**config.mk**
```make
export PLATFORM = sky130hd
export DESIGN_NAME = operand_fetch_unit
export DESIGN_NICKNAME = d
export VERILOG_FILES = /design/src/rtl/operand_fetch_unit_pkg.sv /design/src/rtl/operand_fetch_unit_reg_scoreboard.sv /design/src/rtl/operand_fetch_unit.sv
export SDC_FILE = /design/constraint.sdc
export NUM_CORES = 1
export LEC_CHECK = 0
export BUFFER_PORTS_ARGS = -buffer_cell sky130_fd_sc_hd__buf_2
export CELL_PAD_IN_SITES_DETAIL_PLACEMENT = 0
export CELL_PAD_IN_SITES_GLOBAL_PLACEMENT = 1
export CORE_ASPECT_RATIO = 1.1
export CORE_MARGIN = 4
export CORE_UTILIZATION = 39
export DETAILED_ROUTE_END_ITERATION = 16
export PLACE_DENSITY_LB_ADDON = 0.1
export SYNTH_ARGS = -nofsm -noshare
export SYNTH_HDL_FRONTEND = slang
export SYNTH_HIERARCHICAL = 1
export SYNTH_SLANG_ARGS = --single-unit
```
**constraint.sdc**
```tcl
create_clock -name CLK -period 7.6 [get_ports CLK]
set_clock_uncertainty 0.05 [all_clocks]
set_input_delay 0 -clock CLK [delete_from_list [all_inputs] [get_ports CLK]]
set_output_delay 0 -clock CLK [all_outputs]
set_load 0.01 [all_outputs]
```
**src/rtl/operand_fetch_unit_pkg.sv**
```systemverilog
// operand_fetch_unit_pkg
//   Shared CPU constants and types for the operand-fetch stage and its
//   register scoreboard.
//   - NUM_REGS / REG_IDX_W : architectural register file size and index width
//   - DATA_W               : datapath width
//   - PC_IDX               : index of the PC register (R15); the fetch stage
//                            treats it as an ordinary register
//   - STALL_W              : width of the hazard-stall counter
package operand_fetch_unit_pkg;

   localparam int NUM_REGS  = 16;
   localparam int REG_IDX_W = 4;
   localparam int DATA_W    = 32;
   localparam int PC_IDX    = 15;
   localparam int STALL_W   = 16;

   // One operand bundle as handed to the execute stage.
   typedef struct packed {
      logic [DATA_W-1:0]    a;
      logic [DATA_W-1:0]    b;
      logic [DATA_W-1:0]    d;
      logic [REG_IDX_W-1:0] rd;
      logic                 wr;
   } out_item_t;

   // Operand select: a used source that is being written back this cycle
   // takes the writeback value instead of the (stale) register-file read.
   function automatic logic [DATA_W-1:0] bypass_sel(
      input logic                 use_src,
      input logic                 wb_hit,
      input logic [DATA_W-1:0]    wb_data,
      input logic [DATA_W-1:0]    rf_data
   );
      return (use_src && wb_hit) ? wb_data : rf_data;
   endfunction

endpackage

```
**src/rtl/operand_fetch_unit_reg_scoreboard.sv**
```systemverilog
// reg_scoreboard
//   One pending bit per architectural register. A bit is set when an
//   instruction that writes the register issues, and cleared when the
//   writeback for that register arrives. Set and clear in the same cycle on
//   the same register leave the bit set: the new writer is still outstanding.
//   Ports:
//     clk, rst             : clock, synchronous active-high reset
//     set_en / set_idx     : mark a register pending
//     clr_en / clr_idx     : writeback, clear pending
//     q_rn/q_rm/q_rs/q_rd  : query indices
//     pend_rn..pend_rd     : current pending state of the queried registers
module reg_scoreboard
   import operand_fetch_unit_pkg::*;
(
   input  logic                 clk,
   input  logic                 rst,
   input  logic                 set_en,
   input  logic [REG_IDX_W-1:0] set_idx,
   input  logic                 clr_en,
   input  logic [REG_IDX_W-1:0] clr_idx,
   input  logic [REG_IDX_W-1:0] q_rn,
   input  logic [REG_IDX_W-1:0] q_rm,
   input  logic [REG_IDX_W-1:0] q_rs,
   input  logic [REG_IDX_W-1:0] q_rd,
   output logic                 pend_rn,
   output logic                 pend_rm,
   output logic                 pend_rs,
   output logic                 pend_rd
);

   logic [NUM_REGS-1:0] pending_q;
   logic [NUM_REGS-1:0] pending_d;

   // Clear first, then set, so the set wins on a collision. Clearing an
   // already-clear bit is harmless.
   always_comb begin
      pending_d = pending_q;
      if (clr_en) pending_d[clr_idx] = 1'b0;
      if (set_en) pending_d[set_idx] = 1'b1;
   end

   always_ff @(posedge clk) begin
      if (rst) pending_q <= '0;
      else     pending_q <= pending_d;
   end

   // Queries see registered state only; same-cycle writeback forwarding is
   // handled by the caller.
   assign pend_rn = pending_q[q_rn];
   assign pend_rm = pending_q[q_rm];
   assign pend_rs = pending_q[q_rs];
   assign pend_rd = pending_q[q_rd];

endmodule

```
**src/rtl/operand_fetch_unit.sv**
```systemverilog
// operand_fetch_unit
//   Reads source operands for a decoded instruction, blocks on RAW and WAW
//   hazards against a register scoreboard, forwards same-cycle writeback
//   data, and hands the operands to execute through a one-entry output
//   register with valid/ready flow control.
//   Ports:
//     CLK, RST                  : clock, synchronous active-high reset
//     in_valid / in_ready       : decoded-instruction handshake
//     in_rn/in_rm/in_rs (+use)  : source specifiers and read enables
//     in_rd, in_wr_rd           : destination and write intent
//     SA/SB/SD, PA/PB/PD        : register-file read selects and data
//     wb_valid/wb_reg/wb_data   : writeback (clears pending, feeds bypass)
//     out_valid / out_ready     : handshake to execute
//     out_a/out_b/out_d/out_rd/out_wr : registered operand bundle
//     stall_cnt                 : saturating count of hazard-stall cycles
module operand_fetch_unit
   import operand_fetch_unit_pkg::*;
(
   input  logic                 CLK,
   input  logic                 RST,
   input  logic                 in_valid,
   output logic                 in_ready,
   input  logic [REG_IDX_W-1:0] in_rn,
   input  logic [REG_IDX_W-1:0] in_rm,
   input  logic [REG_IDX_W-1:0] in_rs,
   input  logic                 in_use_rn,
   input  logic                 in_use_rm,
   input  logic                 in_use_rs,
   input  logic [REG_IDX_W-1:0] in_rd,
   input  logic                 in_wr_rd,
   output logic [REG_IDX_W-1:0] SA,
   output logic [REG_IDX_W-1:0] SB,
   output logic [REG_IDX_W-1:0] SD,
   input  logic [DATA_W-1:0]    PA,
   input  logic [DATA_W-1:0]    PB,
   input  logic [DATA_W-1:0]    PD,
   input  logic                 wb_valid,
   input  logic [REG_IDX_W-1:0] wb_reg,
   input  logic [DATA_W-1:0]    wb_data,
   output logic                 out_valid,
   input  logic                 out_ready,
   output logic [DATA_W-1:0]    out_a,
   output logic [DATA_W-1:0]    out_b,
   output logic [DATA_W-1:0]    out_d,
   output logic [REG_IDX_W-1:0] out_rd,
   output logic                 out_wr,
   output logic [STALL_W-1:0]   stall_cnt
);

   // Register-file selects come straight from the decoded specifiers so the
   // read data is available in the same cycle.
   assign SA = in_rn;
   assign SB = in_rm;
   assign SD = in_rs;

   logic pend_rn, pend_rm, pend_rs, pend_rd;
   logic wb_hit_rn, wb_hit_rm, wb_hit_rs, wb_hit_rd;
   logic haz_rn, haz_rm, haz_rs, haz_waw, hazard;
   logic space, issue;

   out_item_t            out_item_q, out_item_d;
   logic                 out_valid_q, out_valid_d;
   logic [STALL_W-1:0]   stall_cnt_q, stall_cnt_d;

   reg_scoreboard u_sb (
      .clk     (CLK),
      .rst     (RST),
      .set_en  (issue && in_wr_rd),
      .set_idx (in_rd),
      .clr_en  (wb_valid),
      .clr_idx (wb_reg),
      .q_rn    (in_rn),
      .q_rm    (in_rm),
      .q_rs    (in_rs),
      .q_rd    (in_rd),
      .pend_rn (pend_rn),
      .pend_rm (pend_rm),
      .pend_rs (pend_rs),
      .pend_rd (pend_rd)
   );

   // A pending register whose writeback lands this cycle is not a hazard:
   // its value is forwarded (sources) or it completes now (WAW).
   assign wb_hit_rn = wb_valid && (wb_reg == in_rn);
   assign wb_hit_rm = wb_valid && (wb_reg == in_rm);
   assign wb_hit_rs = wb_valid && (wb_reg == in_rs);
   assign wb_hit_rd = wb_valid && (wb_reg == in_rd);

   assign haz_rn  = in_use_rn && pend_rn && !wb_hit_rn;
   assign haz_rm  = in_use_rm && pend_rm && !wb_hit_rm;
   assign haz_rs  = in_use_rs && pend_rs && !wb_hit_rs;
   assign haz_waw = in_wr_rd  && pend_rd && !wb_hit_rd;
   assign hazard  = haz_rn || haz_rm || haz_rs || haz_waw;

   // The output register can accept when empty or draining this cycle.
   assign space    = !out_valid_q || out_ready;
   assign in_ready = space && !hazard && !RST;
   assign issue    = in_valid && in_ready;

   always_comb begin
      out_item_d  = out_item_q;
      out_valid_d = out_valid_q;
      stall_cnt_d = stall_cnt_q;

      if (issue) begin
         out_item_d.a  = bypass_sel(in_use_rn, wb_hit_rn, wb_data, PA);
         out_item_d.b  = bypass_sel(in_use_rm, wb_hit_rm, wb_data, PB);
         out_item_d.d  = bypass_sel(in_use_rs, wb_hit_rs, wb_data, PD);
         out_item_d.rd = in_rd;
         out_item_d.wr = in_wr_rd;
         out_valid_d   = 1'b1;
      end else if (out_ready) begin
         // Data is left as is; only the valid drops.
         out_valid_d   = 1'b0;
      end

      if (in_valid && hazard && (stall_cnt_q != {STALL_W{1'b1}}))
         stall_cnt_d = stall_cnt_q + 1'b1;
   end

   always_ff @(posedge CLK) begin
      if (RST) begin
         out_item_q  <= '0;
         out_valid_q <= 1'b0;
         stall_cnt_q <= '0;
      end else begin
         out_item_q  <= out_item_d;
         out_valid_q <= out_valid_d;
         stall_cnt_q <= stall_cnt_d;
      end
   end

   assign out_valid = out_valid_q;
   assign out_a     = out_item_q.a;
   assign out_b     = out_item_q.b;
   assign out_d     = out_item_q.d;
   assign out_rd    = out_item_q.rd;
   assign out_wr    = out_item_q.wr;
   assign stall_cnt = stall_cnt_q;

endmodule

```
### Word level (Yosys, flattened, before mapping)

Cells that the tools add are included.

| cells by class | value |
|---|---|
| $add $sub $neg | 1 |
| magnitude comparators | 7 |
| eq/ne operators | 5 |
| multiplexer cells | 19 |
| bitwise logic cells | 3 |
| reductions and logical operators | 35 |

Operators with widths:

| operator | number |
|---|---|
| 2-to-1 mux 32 bit | 3 |
| 2-to-1 mux 16 bit | 2 |
| < comparator 4 x 5 -> 1 bit (second input constant) | 5 |
| logical AND 1 bit | 23 |
| adder 16 x 1 -> 16 bit (second input constant) | 1 |
| bitwise AND 16 bit | 1 |
| binary-select mux 1 bit (select 4 bit) | 4 |
| == test 4 bit | 4 |
| inequality test 16 bit (second input constant) | 1 |
| NOT 16 bit | 1 |
| OR 16 bit | 1 |
| demux 1 bit (select 4 bit) | 2 |
| >= comparator 4 x 1 -> 1 bit (second input constant) | 2 |
| 2-to-1 mux 1 bit | 8 |
| zero test 1 bit | 7 |
| logical OR 1 bit | 4 |
| nonzero test 2 bit | 1 |

| word-level totals | value |
|---|---|
| register bits after elaboration | 134 |
| output and inout bits | 131 |

### Longest topological paths before layout

Gate-level depths: netlist (run 1).

| depth | value |
|---|---|
| depth after elaboration | 13 |
| depth in mapped cells | 12 |
| mapped depth without buffers | 10 |

### Cells and area by module

The synthesis (run 1) kept the hierarchy.

By module, submodules not included:

| module | instances | cells an instance | area each (µm²) | seq. area each (µm²) |
|---|---|---|---|---|
| operand_fetch_unit | 1 | 611 | 5,849.4 | 2,362.3 |
| reg_scoreboard | 1 | 111 | 1,207.4 | 320.3 |

### Least setup slack after synthesis (run 1)

OpenSTA, ideal clock, no wires.

| timing path | value |
|---|---|
| path kind | register -> register |
| start point | reg u_sb.pending_q[13] |
| end point | reg u_sb.pending_q[12] |
| data arrival time | 2,358 ps |
| required time | 7,480 ps |
| path slack | 5,122 ps |
| stages on the path, launching flop included | 13 |
| path buffers | 2 |
| period minus slack after synthesis | 2,478 ps |
| path through | dfxtp_1 -> mux4_1 -> mux2i_1 -> mux2i_1 -> nand2_1 -> a31o_1 -> and4_4 -> buf_6 -> buf_6 -> and3_1 -> nor3b_1 -> nand3_1 -> a21oi_1 |

RTL lines:

| element | line | text |
|---|---|---|
| from (decl) | operand_fetch_unit_reg_scoreboard.sv:31 | `logic [NUM_REGS-1:0] pending_q;` |
| from (signal assigned) | operand_fetch_unit_reg_scoreboard.sv:44 | `else pending_q <= pending_d;` |
| binary-select mux 1 bit (select 4 bit) | operand_fetch_unit_reg_scoreboard.sv:51 | `assign pend_rs = pending_q[q_rs];` |
| 2-to-1 mux 1 bit (implied by the code) | operand_fetch_unit_reg_scoreboard.sv:51 |  |
| net pend_rs | operand_fetch_unit.sv:56 | `logic pend_rn, pend_rm, pend_rs, pend_rd;` |
| logical AND 1 bit (2 in a row) | operand_fetch_unit.sv:91 | `assign haz_rs = in_use_rs && pend_rs && !wb_hit_rs;` |
| logical OR 1 bit (2 in a row) | operand_fetch_unit.sv:93 | `assign hazard = haz_rn \|\| haz_rm \|\| haz_rs \|\| haz_waw;` |
| zero test 1 bit | operand_fetch_unit.sv:97 | `assign in_ready = space && !hazard && !RST;` |
| logical AND 1 bit (2 in a row) | operand_fetch_unit.sv:97 |  |
| logical AND 1 bit | operand_fetch_unit.sv:98 | `assign issue = in_valid && in_ready;` |
| logical AND 1 bit | operand_fetch_unit.sv:68 | `.set_en (issue && in_wr_rd),` |
| 2-to-1 mux 16 bit | operand_fetch_unit_reg_scoreboard.sv:39 | `if (set_en) pending_d[set_idx] = 1'b1;` |

The timed path passes the listed nets, and every way through them passes these cells. The select of a mux whose other input is x is not followed.
A chain may end at the register's enable or synchronous reset.

### Final worst setup path (run 1)

| timing path | value |
|---|---|
| start point | in in_rd[0] |
| end point | reg u_sb.pending_q[12] |

| between the ends | value |
|---|---|
| longest elaborated chain between the ends | 11 |

RTL lines:

| element | line | text |
|---|---|---|
| from (decl) | operand_fetch_unit.sv:29 | `input logic [REG_IDX_W-1:0] in_rd,` |
| binary-select mux 1 bit (select 4 bit) | operand_fetch_unit_reg_scoreboard.sv:52 | `assign pend_rd = pending_q[q_rd];` |
| 2-to-1 mux 1 bit (implied by the code) | operand_fetch_unit_reg_scoreboard.sv:52 |  |
| net pend_rd | operand_fetch_unit.sv:56 |  |
| logical AND 1 bit (2 in a row) | operand_fetch_unit.sv:92 | `assign haz_waw = in_wr_rd && pend_rd && !wb_hit_rd;` |
| logical OR 1 bit | operand_fetch_unit.sv:93 |  |
| zero test 1 bit | operand_fetch_unit.sv:97 |  |
| logical AND 1 bit (2 in a row) | operand_fetch_unit.sv:97 |  |
| logical AND 1 bit | operand_fetch_unit.sv:98 |  |
| logical AND 1 bit | operand_fetch_unit.sv:68 |  |
| 2-to-1 mux 16 bit | operand_fetch_unit_reg_scoreboard.sv:39 |  |

The timed path passes the listed nets, and every way through them passes these cells. The select of a mux whose other input is x is not followed.

==> impl_metrics.ini, run 1 <==
[critical_path]
timing.setup.critical_path_class = in -> reg
crit_arrival_ps = 4790
start_kind = input port
critPathMaxFanout = 66
required_ps = 7910
critical_path.endpoint_type = register

[finish]
area_growth_pct = 55.7
regArea_sq_um = 2680
nets = 1315
multiInputGateArea_sq_um = 3930
drive_gt1_share_pct = 29.6
diodes = 0
fillers = 1570

[run]
max_cap_violations = 0

[timing]
holdWs_ps = 16.8
layout_setup_ws_ps = 3120
tightest_slew_ps = 1110
setup_tns_ps = 0
hold_viol_final = 0
rsz0062_at_grt = no
finalCriticalPeriod_ps = 4480
period_share_pct = 59.0
max_freq_mhz = 223
drv_slew = 0
relSlewSlack_pct = 26.0
finalSetupViolCount = 0

[logic_synthesis]
synth_most_common_cell = dfxtp_1
synth_sequential_area_ratio_pct = 38.0
synth_top_area_share_pct = 38.0
synth_edf_count = 0
synth_area_per_cell_sq_um = 9.77
synthCells = 722
async_reset_ff_share_pct = 0
synth_area_leader_cell = dfxtp_1
synth_commonest_cells = dfxtp_1, a21oi_1, mux2i_1
synth_area_sq_um = 7060
ys.warnings.count = 6
synth_fp_nets = 880
dominantRegCellSynth = dfxtp_1
synth.area.top_cells = dfxtp_1, mux2i_1, a211oi_1, a21oi_1, mux4_1
ys_ff_latch = 134
synth_cell_type_count = 49

[min_path]
hold_class = in -> reg

[floorplan]
rows = 51
initial_core_util_pct = 39.8
die_h_microns = 149
die_width_microns = 136
dieArea_sq_um = 20300
io_pins = 288
core_area_sq_um = 17700

[placement]
io_buffers = 287
dpl.hpwl_microns = 16200
place.gp.congestion = 0.829
pre_cts_ws_ps = 3900

[drt]
routedWlPerCell_microns = 18.4
dr.pass1.iters = 4
vias = 7441
wl_microns = 25800
drt_first_iter_violations = 320
via_per_inst = 5.29
drc_errors = 0
ant_nets = 0

[global_route]
first_global_vias = 7651
antenna_found_initial = 1
grt_pass1_wl_microns = 39700
overflow = 0
grt_use_total_pct = 24.6
grt_max_degree = 97

[clock_network]
cts_tree = done
post_cts_resized = 0
numCtsBuffers = 17
cts-root-buf = clkbuf_16
clockBufferDepth = 2
cts_max_level = 4
insertion_delay_ps = 410
clock_sinks = 134
clk_pin_slew_ps = 60

[pwr]
ir_worst_vdd_mv = 0.170
p_leak_nw = 5.04
powerDensity_nw_per_um2 = 180

[outcome]
status = complete, no violations
==> worst max-delay path, stage by stage <==
cell,delay [ps]
dlygate4sd3_1,520
buf_2,260
mux4_1,600
mux2i_1,180
mux2i_1,100
o211ai_1,100
and4_4,690
and3_1,390
nor3b_1,540
nand3_1,130
dlygate4sd3_1,580
a21oi_1,130
dlygate4sd3_1,560
==> power breakdown <==
part | switching, W | total, W | internal, W
Sequential | 0.0000200 | 0.000763 | 0.000743
Combinational | 0.000182 | 0.000371 | 0.000190
Clock | 0.000315 | 0.000838 | 0.000523
Total | 0.000517 | 0.00197 | 0.00146
==> cell usage in the layout (no fill, tap or decap), drive strengths merged, types with 16 or more instances in the layout <==
cell type,instances
clkbuf,19
a211oi,96
nand3,16
a21oi,121
mux4,16
mux2i,108
dfxtp,134
buf,296
o21ai,23
dlygate4sd3,196
nand2,27
==> cells by family after synthesis <==
family | Yosys count | share of synthesized area (%)
AND/OR/NAND/NOR | 106 | 8.39
XOR/XNOR | 16 | 1.99
flip-flops | 134 | 38.0
buffers and inverters | 80 | 6.40
multiplexers | 130 | 22.2
adder cells (fa/ha/maj) | 1 | 0.177
AO/OA/AOI/OAI | 255 | 22.8
==> registers in the layout, indices dropped and copies added (netlist names) <==
| name | flops |
|---|---|
| stall_cnt | 16 |
| u_sb/pending_q | 16 |
| out_wr | 1 |
| out_rd | 4 |
| out_a | 32 |
| out_b | 32 |
| out_d | 32 |
| out_valid | 1 |
==> routing by layer <==
| metal | track usage (%) | up-vias | routed length [microns] |
|---|---|---|---|
| met1 | 29.7 | 3522 | 10700 |
| met5 | 0 | - | 12 |
| li1 | - | 3629 | - |
| met4 | 8.77 | 2 | 573 |
| met3 | 5.60 | 41 | 1670 |
| met2 | 42.9 | 247 | 12900 |
==> timing repair <==
item | in CTS | in global routing
hold endpoints to repair | 125 | 0
setup buffers | 0 | 0
hold buffers | 196 | 0
==> final cells by class <==
cell class / instances / share of cell area [%]
Tap cell: 238 / 2.71
Timing Repair Buffer: 492 / 31.6
Multi-Input combinational cell: 508 / 35.8
Clock buffer: 19 / 4.03
Sequential cell: 134 / 24.4
Inverter: 4 / 0.137
Clock inverter: 11 / 1.38
==> through the flow <==
stage	instance area, sq um	std cells	total power (W)	util [%]
6_report	11000	1406	0.00197	61.9
5_1_grt	11000	1406	0.00205	61.9
4_1_cts	11000	1406	0.00199	61.9
3_5_place_dp	8430	1180	0.00106	47.5
3_3_place_gp	8430	1180	0.00106	47.5
2_1_floorplan	7060	722	0.000932	-
==> path summary, 6_finish.rpt <==
check / start / end / slack [ps] / cells past startpoint
max: in_rd[0] / u_sb/pending_q[12] / 3120 / 13
max reg2reg: u_sb/pending_q[13] / u_sb/pending_q[12] / 3160 / 12
min reg2reg: out_rd[0] / out_rd[0] / 410 / 2
min: wb_data[23] / out_d[23] / 20 / 3
Power figures use the tool's default switching activity.
==> run 2: changes to the inputs <==
--- a/config.mk
+++ b/config.mk
@@ -10,7 +10,7 @@
 export CELL_PAD_IN_SITES_GLOBAL_PLACEMENT = 1
 export CORE_ASPECT_RATIO = 1.1
 export CORE_MARGIN = 4
-export CORE_UTILIZATION = 39
+export CORE_UTILIZATION = 32
 export DETAILED_ROUTE_END_ITERATION = 16
 export PLACE_DENSITY_LB_ADDON = 0.1
 export SYNTH_ARGS = -nofsm -noshare
==> constraint.sdc (replaced) <==
create_clock -name CLK -period 3.67 [get_ports CLK]
set_clock_uncertainty 0.05 [all_clocks]
set_input_delay 0 -clock CLK [delete_from_list [all_inputs] [get_ports CLK]]
set_output_delay 0 -clock CLK [all_outputs]
set_load 0.01 [all_outputs]
==> run 2 against run 1 <==
  * Power is 110% higher
  * Flip-flop and latch count did not move
  * Worst setup slack worse by 2800 ps
  * Utilization shrank 11 points
  * First-iteration DRC count did not move
  * Sequential share of layout area fell by 0.12 points
  * Via count barely moved
  * Sequential power rose by 110%
  * Critical path depth fell by 1
  * Largest cell class unchanged
==> impl_metrics.ini, run 2 (synthesized netlist as in run 1, its figures left out) <==
[timing]
setup_tns_ps = 0
max_freq_mhz = 298
tightest_slew_ps = 950
drv_slew = 0
relSlewSlack_pct = 36.7
rsz0062_at_grt = no
finalSetupViolCount = 0
period_share_pct = 91.3
finalCriticalPeriod_ps = 3350
hold_viol_final = 0

[placement]
dp.cells = 1234
place.gp.congestion = 0.848
io_buffers = 287
dpl.hpwl_microns = 17400

[finish]
drive_gt1_share_pct = 30.0
final_common_cell = buf_2
fin_cells = 1457
nets = 1312
area_growth_pct = 56.5
final_cell_mix = buf_2, dlygate4sd3_1, dfxtp_1
diodes = 0

[floorplan]
die_h_microns = 164
io_pins = 288
core_area_sq_um = 21500
dieArea_sq_um = 24500
die_width_microns = 150
rows = 56
initial_core_util_pct = 32.8

[global_route]
grt_use_total_pct = 21.2
overflow = 0
first_global_vias = 7467
grt_pass1_wl_microns = 41300
antenna_found_initial = 0
grt_max_degree = 100

[critical_path]
timing.setup.critical_path_class = in -> reg
r2r_start = u_sb/pending_q[5]
required_ps = 3950
worstReg2RegEnd = u_sb/pending_q[12]
path_cells = dlygate4sd3_1 -> buf_2 -> mux4_1 -> mux2i_1 -> mux2i_1 -> o211ai_1 -> and4_4 -> and3_1 -> nor3b_1 -> nand3_1 -> dlygate4sd3_1 -> a21oi_1
critical_path.endpoint_type = register
cp_top_family = buffers and inverters
critPathMaxFanout = 10
crit_buf_inv = 3
r2r_cells = 11
cp_slowest_cell = mux4_1
critical_path.max_stage_delay_ps = 590
crit_arrival_ps = 3630
start_kind = input port
crit_cells = 12
r2r_setup_slack_ps = 370

[clock_network]
cts_tree = done
insertion_delay_ps = 420
clockBufferDepth = 2
cts_max_level = 4
cts-root-buf = clkbuf_16
clock_sinks = 134
numCtsBuffers = 17
cts_setup_buffers = 0
clk_pin_slew_ps = 60

[drt]
dr.pass1.iters = 5
drt_first_iter_violations = 320
wl_microns = 27000
routedWlPerCell_microns = 18.5
ant_nets = 0
vias = 7434
drc_errors = 0
via_per_inst = 5.10

[min_path]
hold_class = in -> reg
min-delay-start = wb_data[13]
min_path_cells = 3
holdPathEnd = out_d[13]

[pwr]
powerDensity_nw_per_um2 = 373
p_leak_nw = 5.03
ir_worst_vdd_mv = 0.287

[run]
max_cap_violations = 0

[outcome]
status = complete, no violations
## run 2: worst max-delay path by stage
stage	from	end
detailed placement	u_sb/pending_q[13]	stall_cnt[7]
CTS	in_rd[1]	u_sb/pending_q[12]
finish	in_rd[1]	u_sb/pending_q[12]
floorplan	u_sb/pending_q[13]	u_sb/pending_q[12]
global placement	in_rd[0]	stall_cnt[7]
global route	in_rd[1]	u_sb/pending_q[12]
## run 2: power by group
part | switching (W) | internal, W | total, W
logic | 0.000378 | 0.000392 | 0.000769
registers | 0.0000404 | 0.00154 | 0.00158
clock network | 0.000699 | 0.00108 | 0.00178
## run 2: routing by layer
layer  up-vias  GRT usage (%)  share of wire [%]
met5         -              0                  0
met1      3547           25.7                 41
met2       235           36.7                 50
met3        34           5.33                6.5
met4         0           7.32                2.2
li1       3618              -                  -
## run 2: cell type report
| class | count | area, sq um |
|---|---|---|
| clock buffers | 18 | 429 |
| clock inverters | 14 | 178 |
| fillers | 2074 | 10500 |
| inverters | 4 | 15.0 |
| multi-input cells | 508 | 3930 |
| flip-flops and latches | 134 | 2680 |
| well taps | 290 | 363 |
| repair buffers | 489 | 3450 |
## run 2: what timing repair did
item | in CTS | in global routing
hold buffers | 191 | 0
hold endpoints to repair | 106 | 0
gates resized for setup | 0 | 0
## run 2: metrics by stage
step | worst slack (ps) | util [%] | total power (W) | hold slack [ps] | cell area, sq um
after floorplan | 1190 | - | 0.00193 | 41.8 | 7060
after global placement | 894 | 39.6 | 0.00222 | 211 | 8530
after detailed placement | 867 | 39.6 | 0.00222 | 206 | 8530
after CTS | 347 | 51.3 | 0.00417 | 3.50 | 11000
after global routing | 69.5 | 51.3 | 0.00432 | 37.7 | 11000
final | 319 | 51.3 | 0.00412 | 23.9 | 11000
## run 2: worst min-delay path: cells and delay by family
| kind | cells | cell delay (ps) |
|---|---|---|
| AO/OA/AOI/OAI | 1 | 220 |
| buffers and inverters | 1 | 100 |
| multiplexers | 1 | 110 |
==> run 3: changes to the inputs <==
--- a/config.mk
+++ b/config.mk
@@ -10,7 +10,7 @@
 export CELL_PAD_IN_SITES_GLOBAL_PLACEMENT = 1
 export CORE_ASPECT_RATIO = 1.1
 export CORE_MARGIN = 4
-export CORE_UTILIZATION = 32
+export CORE_UTILIZATION = 36
 export DETAILED_ROUTE_END_ITERATION = 16
 export PLACE_DENSITY_LB_ADDON = 0.1
 export SYNTH_ARGS = -nofsm -noshare
==> constraint.sdc (replaced) <==
create_clock -name CLK -period 3.8 [get_ports CLK]
set_clock_uncertainty 0.05 [all_clocks]
set_input_delay 0 -clock CLK [delete_from_list [all_inputs] [get_ports CLK]]
set_output_delay 0 -clock CLK [all_outputs]
set_load 0.01 [all_outputs]
==> run 3 against run 2 <==
  * The run now ends with hold timing left
  * Wire length decreased by 4.2%
  * Highest routed layer unchanged
  * Cell area decreased by 0.70%
  * Combinational power decreased by 3.6%
  * Largest power group unchanged
  * Critical path depth unchanged
  * Via count shrank 0.89%
  * Critical path type unchanged
  * Worst hold slack got worse by 26 ps
  * Register-to-register slack got worse by 50 ps
  * Cell count fell by 3.2%
  * Sequential power is 3% lower
  * Power decreased by 4.0%
  * Non-clock buffer count fell by 3
==> impl_metrics.ini, run 3 (synthesized netlist as in run 1, its figures left out) <==
[timing]
max_freq_mhz = 284
setup_tns_ps = 0
tightest_slew_ps = 1110
period_share_pct = 92.5
relSlewSlack_pct = 25.8
drv_slew = 0
finalCriticalPeriod_ps = 3520
layout_setup_ws_ps = 284
rsz0062_at_grt = no
holdWs_ps = -1.70
finalSetupViolCount = 0
hold_viol_final = 2

[min_path]
min_path_cells = 3
hold_class = in -> reg

[critical_path]
crit_arrival_ps = 3810
r2r_cells = 11
cp_slowest_cell = mux4_1
crit_buf_inv = 3
crit_cells = 12
start_kind = input port
required_ps = 4100
critPathMaxFanout = 36
critical_path.max_stage_delay_ps = 590
timing.setup.critical_path_class = in -> reg
cp_top_family = simple AND/OR/NAND/NOR gates
critical_path.endpoint_type = register
path_cells = dlygate4sd3_1 -> buf_2 -> mux4_1 -> mux2i_1 -> mux2i_1 -> o211ai_1 -> and4_4 -> and3_1 -> nor3b_1 -> nand3_1 -> dlygate4sd3_1 -> a21oi_1

[finish]
area_growth_pct = 55.4
fillers = 1756
final_common_cell = buf_2
regArea_sq_um = 2680
multiInputGateArea_sq_um = 3930
fin_cells = 1411
diodes = 0
final_util_pct = 57.2
drive_gt1_share_pct = 30.2
final_cell_mix = buf_2, dlygate4sd3_1, dfxtp_1
nets = 1309

[global_route]
overflow = 0
antenna_found_initial = 0
first_global_vias = 7444
gr-usage-met2_pct = 39.0
grt_max_degree = 101
grt_busiest_layer = met2
grtUsageMet1_pct = 28.4
grt_use_total_pct = 22.8
grt_pass1_wl_microns = 40300
grtUsageMet3_pct = 5.57

[drt]
drc_errors = 0
dr.pass1.iters = 5
vias = 7368
via_per_inst = 5.22
drt_first_iter_violations = 262
routedWlPerCell_microns = 18.3
ant_nets = 0
wl_microns = 25800

[clock_network]
clock_sinks = 134
post_cts_resized = 0
cts_max_level = 4
cts_tree = done
insertion_delay_ps = 420
cts-root-buf = clkbuf_16
numCtsBuffers = 17
cts_setup_buffers = 0
clockBufferDepth = 2
clk_pin_slew_ps = 60

[outcome]
violations = hold timing
status = finished, violations left

[floorplan]
initial_core_util_pct = 36.8
die_h_microns = 155
die_width_microns = 141
dieArea_sq_um = 21900
io_pins = 288
rows = 53
core_area_sq_um = 19200

[placement]
dpl.hpwl_microns = 16900
io_buffers = 287
place.gp.congestion = 0.828
pre_cts_ws_ps = 810
dp.cells = 1192

[pwr]
ir_worst_vdd_mv = 0.303
p_leak_nw = 5.03
powerDensity_nw_per_um2 = 361

[run]
max_cap_violations = 0
## run 3: cell types whose count changed in the layout (fill, tap and decap cells not counted), sizes merged
cell,previous run,this run
clkinvlp,3,1
dlygate4sd3,191,187
buf,298,299
inv,6,7
clkinv,6,7
## run 3: cell type report
class	instances	area share (%)
multi-input combinational	508	35.8
timing repair buffer	486	31.2
sequential	134	24.5
clock buffer	18	3.91
tap	247	2.82
clock inverter	14	1.59
inverter	4	0.137
## run 3: per-layer routing
layer  part of all wire, %  wire (microns)  up-vias
met5                     0               0        -
li1                      -               -     3610
met3                   6.5            1670       34
met4                   2.0             504        0
met1                    42           10900     3486
met2                    50           12800      238
## run 3: final timing paths
check                startpoint                 end  slack, ps
max                    in_rd[0]  u_sb/pending_q[12]        280
min                  wb_data[2]            out_d[2]         -2
max reg2reg  u_sb/pending_q[10]  u_sb/pending_q[12]        320
min reg2reg           out_rd[0]           out_rd[0]        420
## run 3: power breakdown
part,switching [W],internal [W]
Clock,0.000656,0.00104
Combinational,0.000363,0.000377
Sequential,0.0000407,0.00149
Total,0.00106,0.00290
## run 3: worst reg2reg max path, cell delays in order (launching register included)
cell           delay (ps)
dfxtp_1               340
mux4_1                510
mux2i_1               210
mux2i_1               100
nand2_1                70
a31o_1                 90
and4_4                470
and3_1                330
nor3b_1               430
nand3_1               120
dlygate4sd3_1         570
a21oi_1               110
## run 3: timing repair
item	4_1_cts	5_1_grt
setup endpoints to repair	0	0
hold buffers	187	0
endpoints found under the hold margin	105	0
## run 3: per-stage QoR
step           power [W]  instance area, sq um  hold WS, ps
5_1_grt          0.00414                 11000         1.20
2_1_floorplan    0.00186                  7060         41.8
3_3_place_gp     0.00214                  8490          213
3_5_place_dp     0.00214                  8490          210
6_report         0.00396                 11000        -1.70
4_1_cts          0.00400                 11000       0.0480
